## config.mk

```make
export PLATFORM = sky130hd
export DESIGN_NAME = cms_pix28_err_collector_flat
export DESIGN_NICKNAME = d
export VERILOG_FILES = /design/src/rtl/cms_pix28_err_collector_if.sv /design/src/rtl/cms_pix28_err_collector.sv /design/src/flat_wrapper.sv
export SDC_FILE = /design/constraint.sdc
export NUM_CORES = 1
export LEC_CHECK = 0
export CAP_MARGIN = 5
export CORE_ASPECT_RATIO = 1.4
export CORE_UTILIZATION = 62
export CTS_BUF_LIST = sky130_fd_sc_hd__clkbuf_4 sky130_fd_sc_hd__clkbuf_8
export DETAILED_ROUTE_END_ITERATION = 12
export GPL_TIMING_DRIVEN = 0
export HOLD_SLACK_MARGIN = 0.08
export PLACE_DENSITY_LB_ADDON = 0.15
export SLEW_MARGIN = 40
export SYNTH_ARGS = -nofsm -noshare
export SYNTH_HDL_FRONTEND = slang
export SYNTH_SLANG_ARGS = --single-unit
export TNS_END_PERCENT = 30
```

## constraint.sdc

```tcl
create_clock -name clk -period 9.75 [get_ports clk]
set_clock_uncertainty 0.05 [all_clocks]
set_input_delay 1.95 -clock clk [delete_from_list [all_inputs] [get_ports clk]]
set_output_delay 1.95 -clock clk [all_outputs]
set_load 0.005 [all_outputs]
```

## src/rtl/cms_pix28_err_collector_if.sv

```systemverilog
// Error-collector bus: checker pulses, control pulses, readout handshake and
// the collected status outputs. The collector takes the slave side.
`timescale 1ns/1ps
interface cms_pix28_err_collector_if #(
  parameter int NUM_IDX = 32,
  parameter int CNT_W   = 8,
  parameter int TOT_W   = 16,
  parameter int TS_W    = 32
);
  logic [NUM_IDX-1:0] err_pulse_i;
  logic               arm_i;
  logic               freeze_i;
  logic               clr_i;
  logic               rd_req_i;
  logic [4:0]         rd_idx_i;
  logic               rd_ack_o;
  logic [CNT_W-1:0]   rd_cnt_o;
  logic [NUM_IDX-1:0] err_flags_o;
  logic               err_any_o;
  logic [TOT_W-1:0]   err_total_o;
  logic               first_vld_o;
  logic [4:0]         first_idx_o;
  logic [TS_W-1:0]    first_ts_o;
  logic [1:0]         state_o;

  modport master (
    output err_pulse_i, arm_i, freeze_i, clr_i, rd_req_i, rd_idx_i,
    input  rd_ack_o, rd_cnt_o, err_flags_o, err_any_o, err_total_o,
           first_vld_o, first_idx_o, first_ts_o, state_o
  );

  modport slave (
    input  err_pulse_i, arm_i, freeze_i, clr_i, rd_req_i, rd_idx_i,
    output rd_ack_o, rd_cnt_o, err_flags_o, err_any_o, err_total_o,
           first_vld_o, first_idx_o, first_ts_o, state_o
  );
endinterface

```

## src/rtl/cms_pix28_err_collector.sv

```systemverilog
// Error collector: sticky per-index flags, saturating per-index and total
// counts, first-error capture with timestamp, and a req/ack count readout.
`timescale 1ns/1ps

// One error index: sticky flag plus saturating event counter.
module cms_pix28_err_lane #(
  parameter int CNT_W = 8
) (
  input  logic             clk,
  input  logic             reset_n,
  input  logic             rec_i,   // event on this index, already gated by ARMED
  input  logic             clr_i,
  output logic             flag_o,
  output logic [CNT_W-1:0] cnt_o
);
  logic             flag_q, flag_d;
  logic [CNT_W-1:0] cnt_q, cnt_d;

  // Clear first, then apply this cycle's event so clr+event leaves cnt=1.
  always_comb begin
    flag_d = clr_i ? 1'b0 : flag_q;
    cnt_d  = clr_i ? '0   : cnt_q;
    if (rec_i) begin
      flag_d = 1'b1;
      if (cnt_d != {CNT_W{1'b1}}) cnt_d = cnt_d + CNT_W'(1);
    end
  end

  // Lane state registers.
  always_ff @(posedge clk or negedge reset_n) begin
    if (!reset_n) begin
      flag_q <= 1'b0;
      cnt_q  <= '0;
    end else begin
      flag_q <= flag_d;
      cnt_q  <= cnt_d;
    end
  end

  assign flag_o = flag_q;
  assign cnt_o  = cnt_q;
endmodule

module cms_pix28_err_collector #(
  parameter int NUM_IDX = 32,
  parameter int CNT_W   = 8,
  parameter int TOT_W   = 16,
  parameter int TS_W    = 32
) (
  input logic                        clk,
  input logic                        reset_n,
  cms_pix28_err_collector_if.slave   bus
);
  localparam int PC_W = $clog2(NUM_IDX + 1);

  typedef enum logic [1:0] {
    ST_DISARMED = 2'b00,
    ST_ARMED    = 2'b01,
    ST_FROZEN   = 2'b10
  } state_e;

  state_e                        state_q;
  logic                          armed;
  logic [NUM_IDX-1:0]            rec;
  logic [NUM_IDX-1:0]            flags;
  logic [NUM_IDX-1:0][CNT_W-1:0] cnt;

  logic [TS_W-1:0]  ts_q, ts_d;
  logic [TOT_W-1:0] total_q, total_d;
  logic [TOT_W:0]   tot_sum;
  logic [PC_W-1:0]  pcnt;
  logic             first_vld_q, first_vld_d;
  logic [4:0]       first_idx_q, first_idx_d;
  logic [TS_W-1:0]  first_ts_q, first_ts_d;
  logic [4:0]       low_idx;

  logic             rd_req_q, rd_req_d;
  logic             rd_pend_q, rd_pend_d;
  logic [4:0]       rd_idx_q, rd_idx_d;
  logic             rd_ack_q, rd_ack_d;
  logic [CNT_W-1:0] rd_cnt_q, rd_cnt_d;

  // Arm/freeze control; freeze beats arm while ARMED, arm beats freeze while
  // DISARMED, and re-arming from FROZEN keeps the collected counts.
  always_ff @(posedge clk or negedge reset_n) begin
    if (!reset_n) begin
      state_q <= ST_DISARMED;
    end else begin
      case (state_q)
        ST_DISARMED: if (bus.arm_i)    state_q <= ST_ARMED;
        ST_ARMED:    if (bus.freeze_i) state_q <= ST_FROZEN;
        ST_FROZEN:   if (bus.arm_i)    state_q <= ST_ARMED;
        default:                       state_q <= ST_DISARMED;
      endcase
    end
  end

  // Events count only when the current state is ARMED (so the freeze cycle
  // records and the arming cycle does not).
  assign armed = (state_q == ST_ARMED);
  assign rec   = armed ? bus.err_pulse_i : '0;

  for (genvar k = 0; k < NUM_IDX; k++) begin : g_lane
    cms_pix28_err_lane #(.CNT_W(CNT_W)) u_lane (
      .clk     (clk),
      .reset_n (reset_n),
      .rec_i   (rec[k]),
      .clr_i   (bus.clr_i),
      .flag_o  (flags[k]),
      .cnt_o   (cnt[k])
    );
  end

  // Timestamp, saturating total and first-error capture.
  always_comb begin
    ts_d = ts_q + TS_W'(1);

    pcnt = '0;
    for (int k = 0; k < NUM_IDX; k++) pcnt = pcnt + PC_W'(rec[k]);
    total_d = bus.clr_i ? '0 : total_q;
    tot_sum = {1'b0, total_d} + (TOT_W+1)'(pcnt);
    total_d = tot_sum[TOT_W] ? {TOT_W{1'b1}} : tot_sum[TOT_W-1:0];

    low_idx = '0;
    for (int k = NUM_IDX - 1; k >= 0; k--) if (rec[k]) low_idx = 5'(k);

    first_vld_d = bus.clr_i ? 1'b0 : first_vld_q;
    first_idx_d = bus.clr_i ? '0   : first_idx_q;
    first_ts_d  = bus.clr_i ? '0   : first_ts_q;
    if (!first_vld_d && (rec != '0)) begin
      first_vld_d = 1'b1;
      first_idx_d = low_idx;
      first_ts_d  = ts_q;
    end
  end

  // Readout: a rising request latches the index, the following edge issues
  // a single ack with the count as it stood before that edge.
  always_comb begin
    rd_req_d  = bus.rd_req_i;
    rd_pend_d = bus.rd_req_i & ~rd_req_q;
    rd_idx_d  = rd_pend_d ? bus.rd_idx_i : rd_idx_q;
    rd_ack_d  = rd_pend_q;
    rd_cnt_d  = rd_pend_q ? cnt[rd_idx_q] : '0;
  end

  // Collector and readout registers.
  always_ff @(posedge clk or negedge reset_n) begin
    if (!reset_n) begin
      ts_q        <= '0;
      total_q     <= '0;
      first_vld_q <= 1'b0;
      first_idx_q <= '0;
      first_ts_q  <= '0;
      rd_req_q    <= 1'b0;
      rd_pend_q   <= 1'b0;
      rd_idx_q    <= '0;
      rd_ack_q    <= 1'b0;
      rd_cnt_q    <= '0;
    end else begin
      ts_q        <= ts_d;
      total_q     <= total_d;
      first_vld_q <= first_vld_d;
      first_idx_q <= first_idx_d;
      first_ts_q  <= first_ts_d;
      rd_req_q    <= rd_req_d;
      rd_pend_q   <= rd_pend_d;
      rd_idx_q    <= rd_idx_d;
      rd_ack_q    <= rd_ack_d;
      rd_cnt_q    <= rd_cnt_d;
    end
  end

  assign bus.rd_ack_o    = rd_ack_q;
  assign bus.rd_cnt_o    = rd_cnt_q;
  assign bus.err_flags_o = flags;
  assign bus.err_any_o   = |flags;
  assign bus.err_total_o = total_q;
  assign bus.first_vld_o = first_vld_q;
  assign bus.first_idx_o = first_idx_q;
  assign bus.first_ts_o  = first_ts_q;
  assign bus.state_o     = state_q;
endmodule

```

## src/flat_wrapper.sv

```systemverilog
// flat-port wrapper written by rule: the top's interface ports become plain ports
module cms_pix28_err_collector_flat 
#(
  parameter int NUM_IDX = 32,
  parameter int CNT_W   = 8,
  parameter int TOT_W   = 16,
  parameter int TS_W    = 32
)
  (clk, reset_n, bus_err_pulse_i, bus_arm_i, bus_freeze_i, bus_clr_i, bus_rd_req_i, bus_rd_idx_i, bus_rd_ack_o, bus_rd_cnt_o, bus_err_flags_o, bus_err_any_o, bus_err_total_o, bus_first_vld_o, bus_first_idx_o, bus_first_ts_o, bus_state_o);
  cms_pix28_err_collector_if #(.NUM_IDX(NUM_IDX), .CNT_W(CNT_W), .TOT_W(TOT_W), .TS_W(TS_W)) bus_i ();
  input logic clk;
  input logic reset_n;
  input wire logic [$bits(bus_i.err_pulse_i)-1:0] bus_err_pulse_i;
  input wire logic [$bits(bus_i.arm_i)-1:0] bus_arm_i;
  input wire logic [$bits(bus_i.freeze_i)-1:0] bus_freeze_i;
  input wire logic [$bits(bus_i.clr_i)-1:0] bus_clr_i;
  input wire logic [$bits(bus_i.rd_req_i)-1:0] bus_rd_req_i;
  input wire logic [$bits(bus_i.rd_idx_i)-1:0] bus_rd_idx_i;
  output wire logic [$bits(bus_i.rd_ack_o)-1:0] bus_rd_ack_o;
  output wire logic [$bits(bus_i.rd_cnt_o)-1:0] bus_rd_cnt_o;
  output wire logic [$bits(bus_i.err_flags_o)-1:0] bus_err_flags_o;
  output wire logic [$bits(bus_i.err_any_o)-1:0] bus_err_any_o;
  output wire logic [$bits(bus_i.err_total_o)-1:0] bus_err_total_o;
  output wire logic [$bits(bus_i.first_vld_o)-1:0] bus_first_vld_o;
  output wire logic [$bits(bus_i.first_idx_o)-1:0] bus_first_idx_o;
  output wire logic [$bits(bus_i.first_ts_o)-1:0] bus_first_ts_o;
  output wire logic [$bits(bus_i.state_o)-1:0] bus_state_o;
  assign bus_i.err_pulse_i = bus_err_pulse_i;
  assign bus_i.arm_i = bus_arm_i;
  assign bus_i.freeze_i = bus_freeze_i;
  assign bus_i.clr_i = bus_clr_i;
  assign bus_i.rd_req_i = bus_rd_req_i;
  assign bus_i.rd_idx_i = bus_rd_idx_i;
  assign bus_rd_ack_o = bus_i.rd_ack_o;
  assign bus_rd_cnt_o = bus_i.rd_cnt_o;
  assign bus_err_flags_o = bus_i.err_flags_o;
  assign bus_err_any_o = bus_i.err_any_o;
  assign bus_err_total_o = bus_i.err_total_o;
  assign bus_first_vld_o = bus_i.first_vld_o;
  assign bus_first_idx_o = bus_i.first_idx_o;
  assign bus_first_ts_o = bus_i.first_ts_o;
  assign bus_state_o = bus_i.state_o;
  cms_pix28_err_collector #(.NUM_IDX(NUM_IDX), .CNT_W(CNT_W), .TOT_W(TOT_W), .TS_W(TS_W)) u_core (.clk(clk), .reset_n(reset_n), .bus(bus_i));
endmodule
```

==> impl_results.rst, run 1 <==
.. list-table::
   :header-rows: 1

   * - Metric
     - Value
   * - Setup crit start kind
     - primary input
   * - Total die area
     - approximately 0.036 sq mm
   * - Setup repair after global routing missed its margin
     - false
   * - Share of layout cells above drive strength 1
     - 0.133
   * - Count of nets after finishing
     - ~2,400
   * - Number of buffers on the longest clock path
     - 3
   * - Vias
     - 18,100
   * - # port buffers
     - 139
   * - Synth-to-Final Area Change
     - 15.6%
   * - Worst-skew pair later-pin latency
     - between 0.6 and 0.7 ns
   * - Path type of the worst min-delay path
     - flop to flop
   * - Cell depth of the worst min-delay path
     - 0
   * - Number of instances in the synthesized netlist
     - approximately 2,100
   * - Average wire per cell in the routed design
     - approximately 24 um
   * - Most frequent CP cell
     - sky130_fd_sc_hd__fa_1
   * - Number of search-and-repair iterations in the first detailed-routing pass
     - 8
   * - Count of final max-slew check failures
     - 0
   * - Worst-case vdd ir drop
     - 0.278 mV
   * - Synth Flop Type
     - sky130_fd_sc_hd__dfrtp_1
   * - Async set-or-reset flop fraction in the synthesized netlist
     - 1.00
   * - Most used cells in the layout excluding fill and tap cells
     - sky130_fd_sc_hd__dfrtp_1, sky130_fd_sc_hd__nand2_1, sky130_fd_sc_hd__nor2b_1
   * - Total clock buffers created by CTS
     - roughly 60
   * - Worst hold-check slack
     - approximately 0.34 ns
   * - Leakage power
     - between 10 and 15 nW
   * - Status
     - complete, no violations
   * - Logic gate share of total power
     - 0.370
   * - Area of the mapped netlist
     - 0.0220 sq mm
   * - Starting Density
     - 0.629
   * - Clock root buffer
     - sky130_fd_sc_hd__clkbuf_8
   * - Endpoint kind of the worst setup timing path
     - flop
   * - Clock tree sinks
     - between 300 and 400
   * - Final Setup Violations
     - 0
   * - Count of flip-flops with a built-in enable after synthesis
     - 0
   * - Netlist cell types
     - 64
   * - Horizontal die dimension
     - ~160 um
   * - Top fanout value on the critical path
     - 10
   * - Synth warn
     - 0
   * - Global-route wire length before repair
     - roughly 100,000 um
   * - # resized after CTS
     - 0
   * - IO Count
     - around 140
   * - Worst slew margin relative to its limit
     - 0.384
   * - Power per standard cell area
     - 209 mW/mm^2
   * - Weighted congestion reported at the end of routability-driven placement
     - between 0.9 and 1
   * - Total DRC errors in the routed layout
     - 0
   * - Data required, critical path
     - between 10 and 15 ns
   * - Slowest Stage Delay on Critical Path
     - 0.60 ns
   * - Syn_area_per_cell
     - 10.4 sq um
   * - Overflow after GRT
     - 0
   * - Achievable Freq
     - roughly 110 MHz
   * - GRT Total Usage
     - 0.378
   * - Antenna-violating nets left
     - 0
   * - Clk pwr share
     - 0.273
   * - Number of rows in the core area
     - 81
   * - Net count of the mapped netlist
     - roughly 2,200
   * - Commonest non-fill, non-tap cell in the layout
     - sky130_fd_sc_hd__dfrtp_1
   * - CP Data Arrival Time
     - between 9 and 10 ns
   * - Post-CTS setup buffer count
     - 0
   * - Post-Route Utilization
     - 0.727
   * - Hold Violations, Final
     - 0
   * - Portion of the post-synthesis area used by sequential elements
     - 0.446
   * - Iteration-0 DRC Markers
     - between 1,000 and 1,500
   * - Cell Int Power
     - 3.43 mW
   * - Post-detail-place hpwl
     - just under 50,000 um
   * - Hold-fix buffers at CTS
     - 0
   * - Total wire length after detailed routing
     - ~67,000 um
   * - Sw frac
     - 0.356
   * - Net load switching power
     - around 1.9 mW
   * - DR vias/cell
     - between 6 and 7
   * - Clock tree from TritonCTS
     - built
   * - Final non-filler cell total
     - roughly 2,800
   * - Final worst-path cycle share
     - 0.955
   * - Post-layout minimum cycle time
     - slightly above 9 ns
   * - Number of antenna violations at the first check in global routing
     - 4
   * - Depth of the CTS H-tree
     - 2
   * - Maximum number of pins on one net before global-route repair
     - 76
   * - Clock-pin slew on the worst setup and hold paths
     - approximately 0.060 ns
   * - Register bit total from synthesis
     - 392
   * - Core area
     - between 0.03 and 0.04 sq mm
   * - Actual transition at the worst max-transition pin
     - just over 0.9 ns
   * - Crit path max-delay cell type
     - sky130_fd_sc_hd__fa_1
   * - Height of the die
     - approximately 220 um
   * - # Max-Cap Violations
     - 0
   * - Number of cells traversed by the worst register-to-register path
     - 25
   * - Cell total after placement
     - ~2,700
   * - Setup Crit Path Kind
     - primary input to flop
   * - Via count of the first global-routing pass
     - between 15,000 and 20,000
   * - Seq pwr share
     - 0.358
-- state kept, by name, indices dropped and copies added, names as in the netlist --
signal	count
u_core.g_lane.u_lane.cnt_o	256
u_core.bus.first_ts_o	32
u_core.g_lane.u_lane.flag_o	32
u_core.ts_q	32
u_core.bus.err_total_o	16
u_core.bus.rd_cnt_o	8
u_core.bus.first_idx_o	5
u_core.rd_idx_q	5
u_core.bus.state_o	2
u_core.bus.first_vld_o	1
u_core.bus.rd_ack_o	1
u_core.rd_ack_d	1
u_core.rd_req_q	1
-- logic make-up (layout without fill, tap and decap cells) --
logic type,after synthesis,count (layout),synth area share
multiplexers,123,123,0.104
AO/OA/AOI/OAI,242,242,0.0710
adder cells (fa/ha/maj),73,73,0.0494
AND/OR/NAND/NOR,873,873,0.207
flip-flops,392,392,0.446
buffers and inverters,209,459,0.0438
XOR/XNOR,200,200,0.0796
other,0,4,0
-- path summary, 6_finish.rpt --
check                                                         end                  start  slack, ns
worst max-delay path                    u_core.bus.err_total_o[8]     bus_err_pulse_i[0]       0.44
worst min-delay path                          u_core.bus.rd_ack_o        u_core.rd_ack_d       0.34
worst max register to register          u_core.bus.err_total_o[8]  u_core.bus.state_o[0]       1.45
worst min register to register                u_core.bus.rd_ack_o        u_core.rd_ack_d       0.34
max in group asynchronous       u_core.g_lane[25].u_lane.cnt_o[2]                reset_n       7.36
min in group asynchronous        u_core.g_lane[4].u_lane.cnt_o[0]                reset_n       1.05
-- stage by stage --
stage / TNS (ns) / setup WS [ns] / cell area (sq um) / power, mW
2_1_floorplan: 0 / 1.38 / 22000 / 3.21
3_3_place_gp: -4075.86 / -10.44 / 24000 / 3.79
3_5_place_dp: -0.129 / -0.110 / 24100 / 3.87
4_1_cts: 0 / 0.582 / 25400 / 5.31
5_1_grt: 0 / 0.229 / 25400 / 5.61
6_report: 0 / 0.436 / 25400 / 5.33
-- power by group through the flow --
stage	Combinational [mW]	Clock, mW	Sequential [mW]
3_3_place_gp	1.87	0	1.92
6_report	1.97	1.45	1.90
3_5_place_dp	1.95	0	1.92
4_1_cts	1.95	1.46	1.90
5_1_grt	2.17	1.53	1.91
2_1_floorplan	1.34	0	1.87
-- Yosys cell counts, drive strengths merged, types with 5 or more instances --
| master | count | share of area |
|---|---|---|
| dfrtp | 392 | 0.45 |
| nand2 | 236 | 0.040 |
| nor2b | 149 | 0.042 |
| nor2 | 141 | 0.024 |
| nand4 | 126 | 0.036 |
| xor2 | 116 | 0.046 |
| inv | 97 | 0.017 |
| xnor2 | 84 | 0.033 |
| mux4 | 80 | 0.082 |
| nor3 | 78 | 0.018 |
| o21ai | 65 | 0.016 |
| buf | 62 | 0.019 |
| clkbuf | 50 | 0.0085 |
| ha | 50 | 0.028 |
| a21oi | 48 | 0.011 |
| a31oi | 42 | 0.012 |
| mux2 | 37 | 0.019 |
| nand3 | 34 | 0.0077 |
| and4 | 23 | 0.0092 |
| fa | 23 | 0.021 |
| nor4 | 21 | 0.0068 |
| a211oi | 19 | 0.0065 |
| a21o | 18 | 0.0061 |
| and4b | 17 | 0.0077 |
| and3 | 15 | 0.0043 |
| o21a | 10 | 0.0034 |
| a22o | 9 | 0.0036 |
| nand2b | 9 | 0.0026 |
| mux2i | 6 | 0.0027 |
| nand3b | 6 | 0.0020 |
| and2 | 5 | 0.0014 |
| o211ai | 5 | 0.0017 |
| or2 | 5 | 0.0014 |
-- critical path, delay by kind of cell --
family | cells | cell delay, ns
AO/OA/AOI/OAI | 4 | 0.78
AND/OR/NAND/NOR | 3 | 0.72
XOR/XNOR | 1 | 0.20
adder cells (fa/ha/maj) | 10 | 4.48
buffers and inverters | 7 | 1.61
-- metal layers --
metal,vias up,share of wire,global-route usage
met5,-,0,0
met1,9028,0.36,0.438
met4,0,0.079,0.269
met2,909,0.49,0.634
li1,7870,-,-
met3,283,0.075,0.0660
-- cell type report --
cell class	count	area, sq um
antenna	4	10.0
fill	2592	9540
sequential	392	9810
inverter	97	364
timing repair buffer	145	1560
tap	456	571
multi-input combinational	1511	11200
buffer	112	614
clock inverter	11	61.3
clock buffer	94	1200
Note: power is estimated with default switching activity, not from simulation.
==> run 2: changes to the inputs <==
--- a/config.mk
+++ b/config.mk
@@ -7,11 +7,11 @@
 export LEC_CHECK = 0
 export CAP_MARGIN = 5
 export CORE_ASPECT_RATIO = 1.4
-export CORE_UTILIZATION = 62
+export CORE_UTILIZATION = 65
 export CTS_BUF_LIST = sky130_fd_sc_hd__clkbuf_4 sky130_fd_sc_hd__clkbuf_8
 export DETAILED_ROUTE_END_ITERATION = 12
 export GPL_TIMING_DRIVEN = 0
-export HOLD_SLACK_MARGIN = 0.08
+export HOLD_SLACK_MARGIN = 0.15
 export PLACE_DENSITY_LB_ADDON = 0.15
 export SLEW_MARGIN = 40
 export SYNTH_ARGS = -nofsm -noshare
==> constraint.sdc (replaced) <==
create_clock -name clk -period 12 [get_ports clk]
set_clock_uncertainty 0.05 [all_clocks]
set_input_delay 2.4 -clock clk [delete_from_list [all_inputs] [get_ports clk]]
set_output_delay 2.4 -clock clk [all_outputs]
set_load 0.005 [all_outputs]
==> run 2 against run 1 <==
Sequential cell count is the same. Total power shrank 15%. Non-clock buffer count grew 1. Die area shrank 4.6%. Hold slack gained 0.0082 ns. Largest power group unchanged.
==> impl_results.rst, run 2 (synthesized netlist as in run 1, its figures left out) <==
.. list-table::
   :header-rows: 1

   * - Metric
     - Value
   * - Post-CTS setup buffer count
     - 0
   * - Share of layout cells above drive strength 1
     - 0.134
   * - Iteration-0 DRC Markers
     - around 1,800
   * - Setup_tns
     - 0 ns
   * - Post-detail-place hpwl
     - just under 50,000 um
   * - Seq pwr share
     - 0.341
   * - Commonest non-fill, non-tap cell in the layout
     - sky130_fd_sc_hd__dfrtp_1
   * - Most used cells in the layout excluding fill and tap cells
     - sky130_fd_sc_hd__dfrtp_1, sky130_fd_sc_hd__nand2_1, sky130_fd_sc_hd__nor2b_1
   * - Cell total after placement
     - between 2,000 and 3,000
   * - Clk pwr share
     - 0.295
   * - Worst reg2reg setup slack
     - 3.48 ns
   * - Vias
     - 18,400
   * - Achievable Freq
     - a little under 100 MHz
   * - Post-layout minimum cycle time
     - between 10 and 15 ns
   * - Final worst-path cycle share
     - 0.838
   * - DR vias/cell
     - 6.56
   * - Total DRC errors in the routed layout
     - 0
   * - Total die area
     - around 0.035 sq mm
   * - Clock tree sinks
     - 392
   * - FILL cells
     - roughly 2,300
   * - Net load switching power
     - around 1.6 mW
   * - Final Setup Violations
     - 0
   * - Leakage power
     - 11.3 nW
   * - Logic gate share of total power
     - 0.364
   * - Total wire length after detailed routing
     - a little under 70,000 um
   * - Maximum number of pins on one net before global-route repair
     - around 80
   * - Number of antenna violations at the first check in global routing
     - 3
   * - Worst-skew pair later-pin latency
     - about 0.65 ns
   * - Area occupied by multi-input gates
     - ~0.011 sq mm
   * - Synth-to-Final Area Change
     - 16.2%
   * - Starting Density
     - 0.660
   * - Height of the die
     - around 220 um
   * - Worst slew margin relative to its limit
     - 0.369
   * - Power per standard cell area
     - 177 mW/mm^2
   * - Highest metal used
     - met5
   * - GRT Total Usage
     - 0.407
   * - Path type of the worst min-delay path
     - flop to flop
   * - Total power of the final layout
     - around 4.5 mW
   * - Number of flip-flops in the largest register
     - about 260
   * - Sw frac
     - 0.348
   * - Via count of the first global-routing pass
     - 18,700
   * - # resized after CTS
     - 0
   * - Antenna-violating nets left
     - 0
   * - Worst-case vdd ir drop
     - roughly 0.18 mV
   * - Depth of the CTS H-tree
     - 2
   * - IO Count
     - roughly 140
   * - Clock tree from TritonCTS
     - built
   * - Setup crit start kind
     - primary input
   * - Weighted congestion reported at the end of routability-driven placement
     - approximately 1.1
   * - Data required, critical path
     - between 10 and 15 ns
   * - Cell Int Power
     - 2.95 mW
   * - Final non-filler cell total
     - 2,812
   * - Dpl cell area
     - 0.0241 sq mm
   * - Hold-fix buffers at CTS
     - 0
   * - Count of nets after finishing
     - around 2,400
   * - Number of rows in the core area
     - between 70 and 80
   * - Overflow after GRT
     - 0
   * - # Max-Cap Violations
     - 0
   * - Global-route wire length before repair
     - 104,000 um
   * - # port buffers
     - 139
   * - Actual transition at the worst max-transition pin
     - about 0.95 ns
   * - Met2 WL post-DR
     - between 30,000 and 40,000 um
   * - Sequential standard cell area
     - 0.00981 sq mm
   * - Average wire per cell in the routed design
     - between 20 and 25 um
   * - M1 WL
     - 23,100 um
   * - Core area
     - 0.0333 sq mm
   * - Horizontal die dimension
     - 157 um
   * - Met3 wire len
     - 6260 um
   * - Endpoint kind of the worst setup timing path
     - flop
   * - Clock-pin slew on the worst setup and hold paths
     - 0.07 ns
   * - Hold Violations, Final
     - 0
   * - Clock root buffer
     - sky130_fd_sc_hd__clkbuf_8
   * - Post-route cell area
     - around 0.026 sq mm
   * - Number of buffers on the longest clock path
     - 3
   * - Status
     - complete, no violations
   * - Worst hold-check slack
     - about 0.34 ns
   * - Setup repair after global routing missed its margin
     - false
   * - Number of search-and-repair iterations in the first detailed-routing pass
     - 7
   * - Count of final max-slew check failures
     - 0
   * - CP Data Arrival Time
     - 10.46 ns
   * - Top fanout value on the critical path
     - 10
   * - Total clock buffers created by CTS
     - 60
   * - Setup Crit Path Kind
     - primary input to flop
run 2: path summary, 6_finish.rpt:
check | end | depth (start not counted) | startpoint
worst min-delay path | u_core.bus.rd_ack_o | 0 | u_core.rd_ack_d
worst max-delay path | u_core.bus.err_total_o[8] | 25 | bus_err_pulse_i[0]
max in group asynchronous | u_core.g_lane[21].u_lane.cnt_o[1] | 3 | reset_n
min in group asynchronous | u_core.g_lane[6].u_lane.cnt_o[4] | 1 | reset_n
worst min register to register | u_core.bus.rd_ack_o | 0 | u_core.rd_ack_d
worst max register to register | u_core.bus.err_total_o[8] | 25 | u_core.bus.state_o[0]
run 2: layout make-up:
type                    instances  share of cell area
clock buffers                  84              0.0418
repair buffers                146              0.0603
flip-flops and latches        392               0.384
multi-input cells            1511               0.439
diodes                          3            0.000294
plain buffers                 112              0.0241
inverters                      97              0.0142
clock inverters                22              0.0143
well taps                     445              0.0218
run 2: critical path, stage by stage:
cell and delay (ns):
sky130_fd_sc_hd__clkdlybuf4s50_1 0.52, sky130_fd_sc_hd__and2_1 0.15, sky130_fd_sc_hd__clkbuf_1 0.32, sky130_fd_sc_hd__inv_1 0.20, sky130_fd_sc_hd__ha_1 0.32, sky130_fd_sc_hd__inv_1 0.05
sky130_fd_sc_hd__fa_1 0.48, sky130_fd_sc_hd__xor2_1 0.18, sky130_fd_sc_hd__ha_1 0.28, sky130_fd_sc_hd__inv_1 0.05, sky130_fd_sc_hd__fa_1 0.55, sky130_fd_sc_hd__fa_1 0.45
sky130_fd_sc_hd__fa_1 0.57, sky130_fd_sc_hd__fa_1 0.44, sky130_fd_sc_hd__fa_1 0.42, sky130_fd_sc_hd__fa_1 0.58, sky130_fd_sc_hd__inv_1 0.11, sky130_fd_sc_hd__fa_1 0.47
sky130_fd_sc_hd__a21o_1 0.20, sky130_fd_sc_hd__a21oi_1 0.24, sky130_fd_sc_hd__o21ai_0 0.15, sky130_fd_sc_hd__nand2_1 0.27, sky130_fd_sc_hd__nand4bb_1 0.36, sky130_fd_sc_hd__clkbuf_1 0.41
sky130_fd_sc_hd__o311ai_0 0.29
run 2: metrics by stage:
step / setup WS, ns / util
floorplan: 3.18 / -
global placement: -8.37 / 0.719
detailed placement: 1.58 / 0.723
CTS: 2.15 / 0.767
global route: 1.64 / 0.767
finish: 1.94 / 0.767
run 2: per-layer routing:
metal | vias up | track usage
li1 | 7908 | -
met1 | 9074 | 0.459
met2 | 1097 | 0.665
met3 | 364 | 0.0995
met4 | 4 | 0.307
met5 | - | 0
run 2: power groups by stage:
stage | logic [mW] | registers [mW] | clock network, mW
final | 1.65 | 1.54 | 1.34
after global routing | 1.78 | 1.55 | 1.39
after CTS | 1.62 | 1.54 | 1.34
after detailed placement | 1.60 | 1.56 | 0
after global placement | 1.52 | 1.56 | 0
after floorplan | 1.09 | 1.52 | 0
==> run 3: changes to the inputs <==
--- a/config.mk
+++ b/config.mk
@@ -7,7 +7,7 @@
 export LEC_CHECK = 0
 export CAP_MARGIN = 5
 export CORE_ASPECT_RATIO = 1.4
-export CORE_UTILIZATION = 65
+export CORE_UTILIZATION = 62
 export CTS_BUF_LIST = sky130_fd_sc_hd__clkbuf_4 sky130_fd_sc_hd__clkbuf_8
 export DETAILED_ROUTE_END_ITERATION = 12
 export GPL_TIMING_DRIVEN = 0
==> constraint.sdc (replaced) <==
create_clock -name clk -period 9.9 [get_ports clk]
set_clock_uncertainty 0.05 [all_clocks]
set_input_delay 1.98 -clock clk [delete_from_list [all_inputs] [get_ports clk]]
set_output_delay 1.98 -clock clk [all_outputs]
set_load 0.005 [all_outputs]
==> results of run 3 <==
Same layout as run 1 (identical final DEF). Status: complete, no violations.
Among the figures that moved: setup slack after placement -0.110 ns -> 0.0104 ns; setup slack after layout 0.436 ns -> 0.556 ns; register-to-register setup slack 1.45 ns -> 1.60 ns; total power 5.33 mW -> 5.24 mW; worst IR drop on VDD 0.278 mV -> 0.274 mV
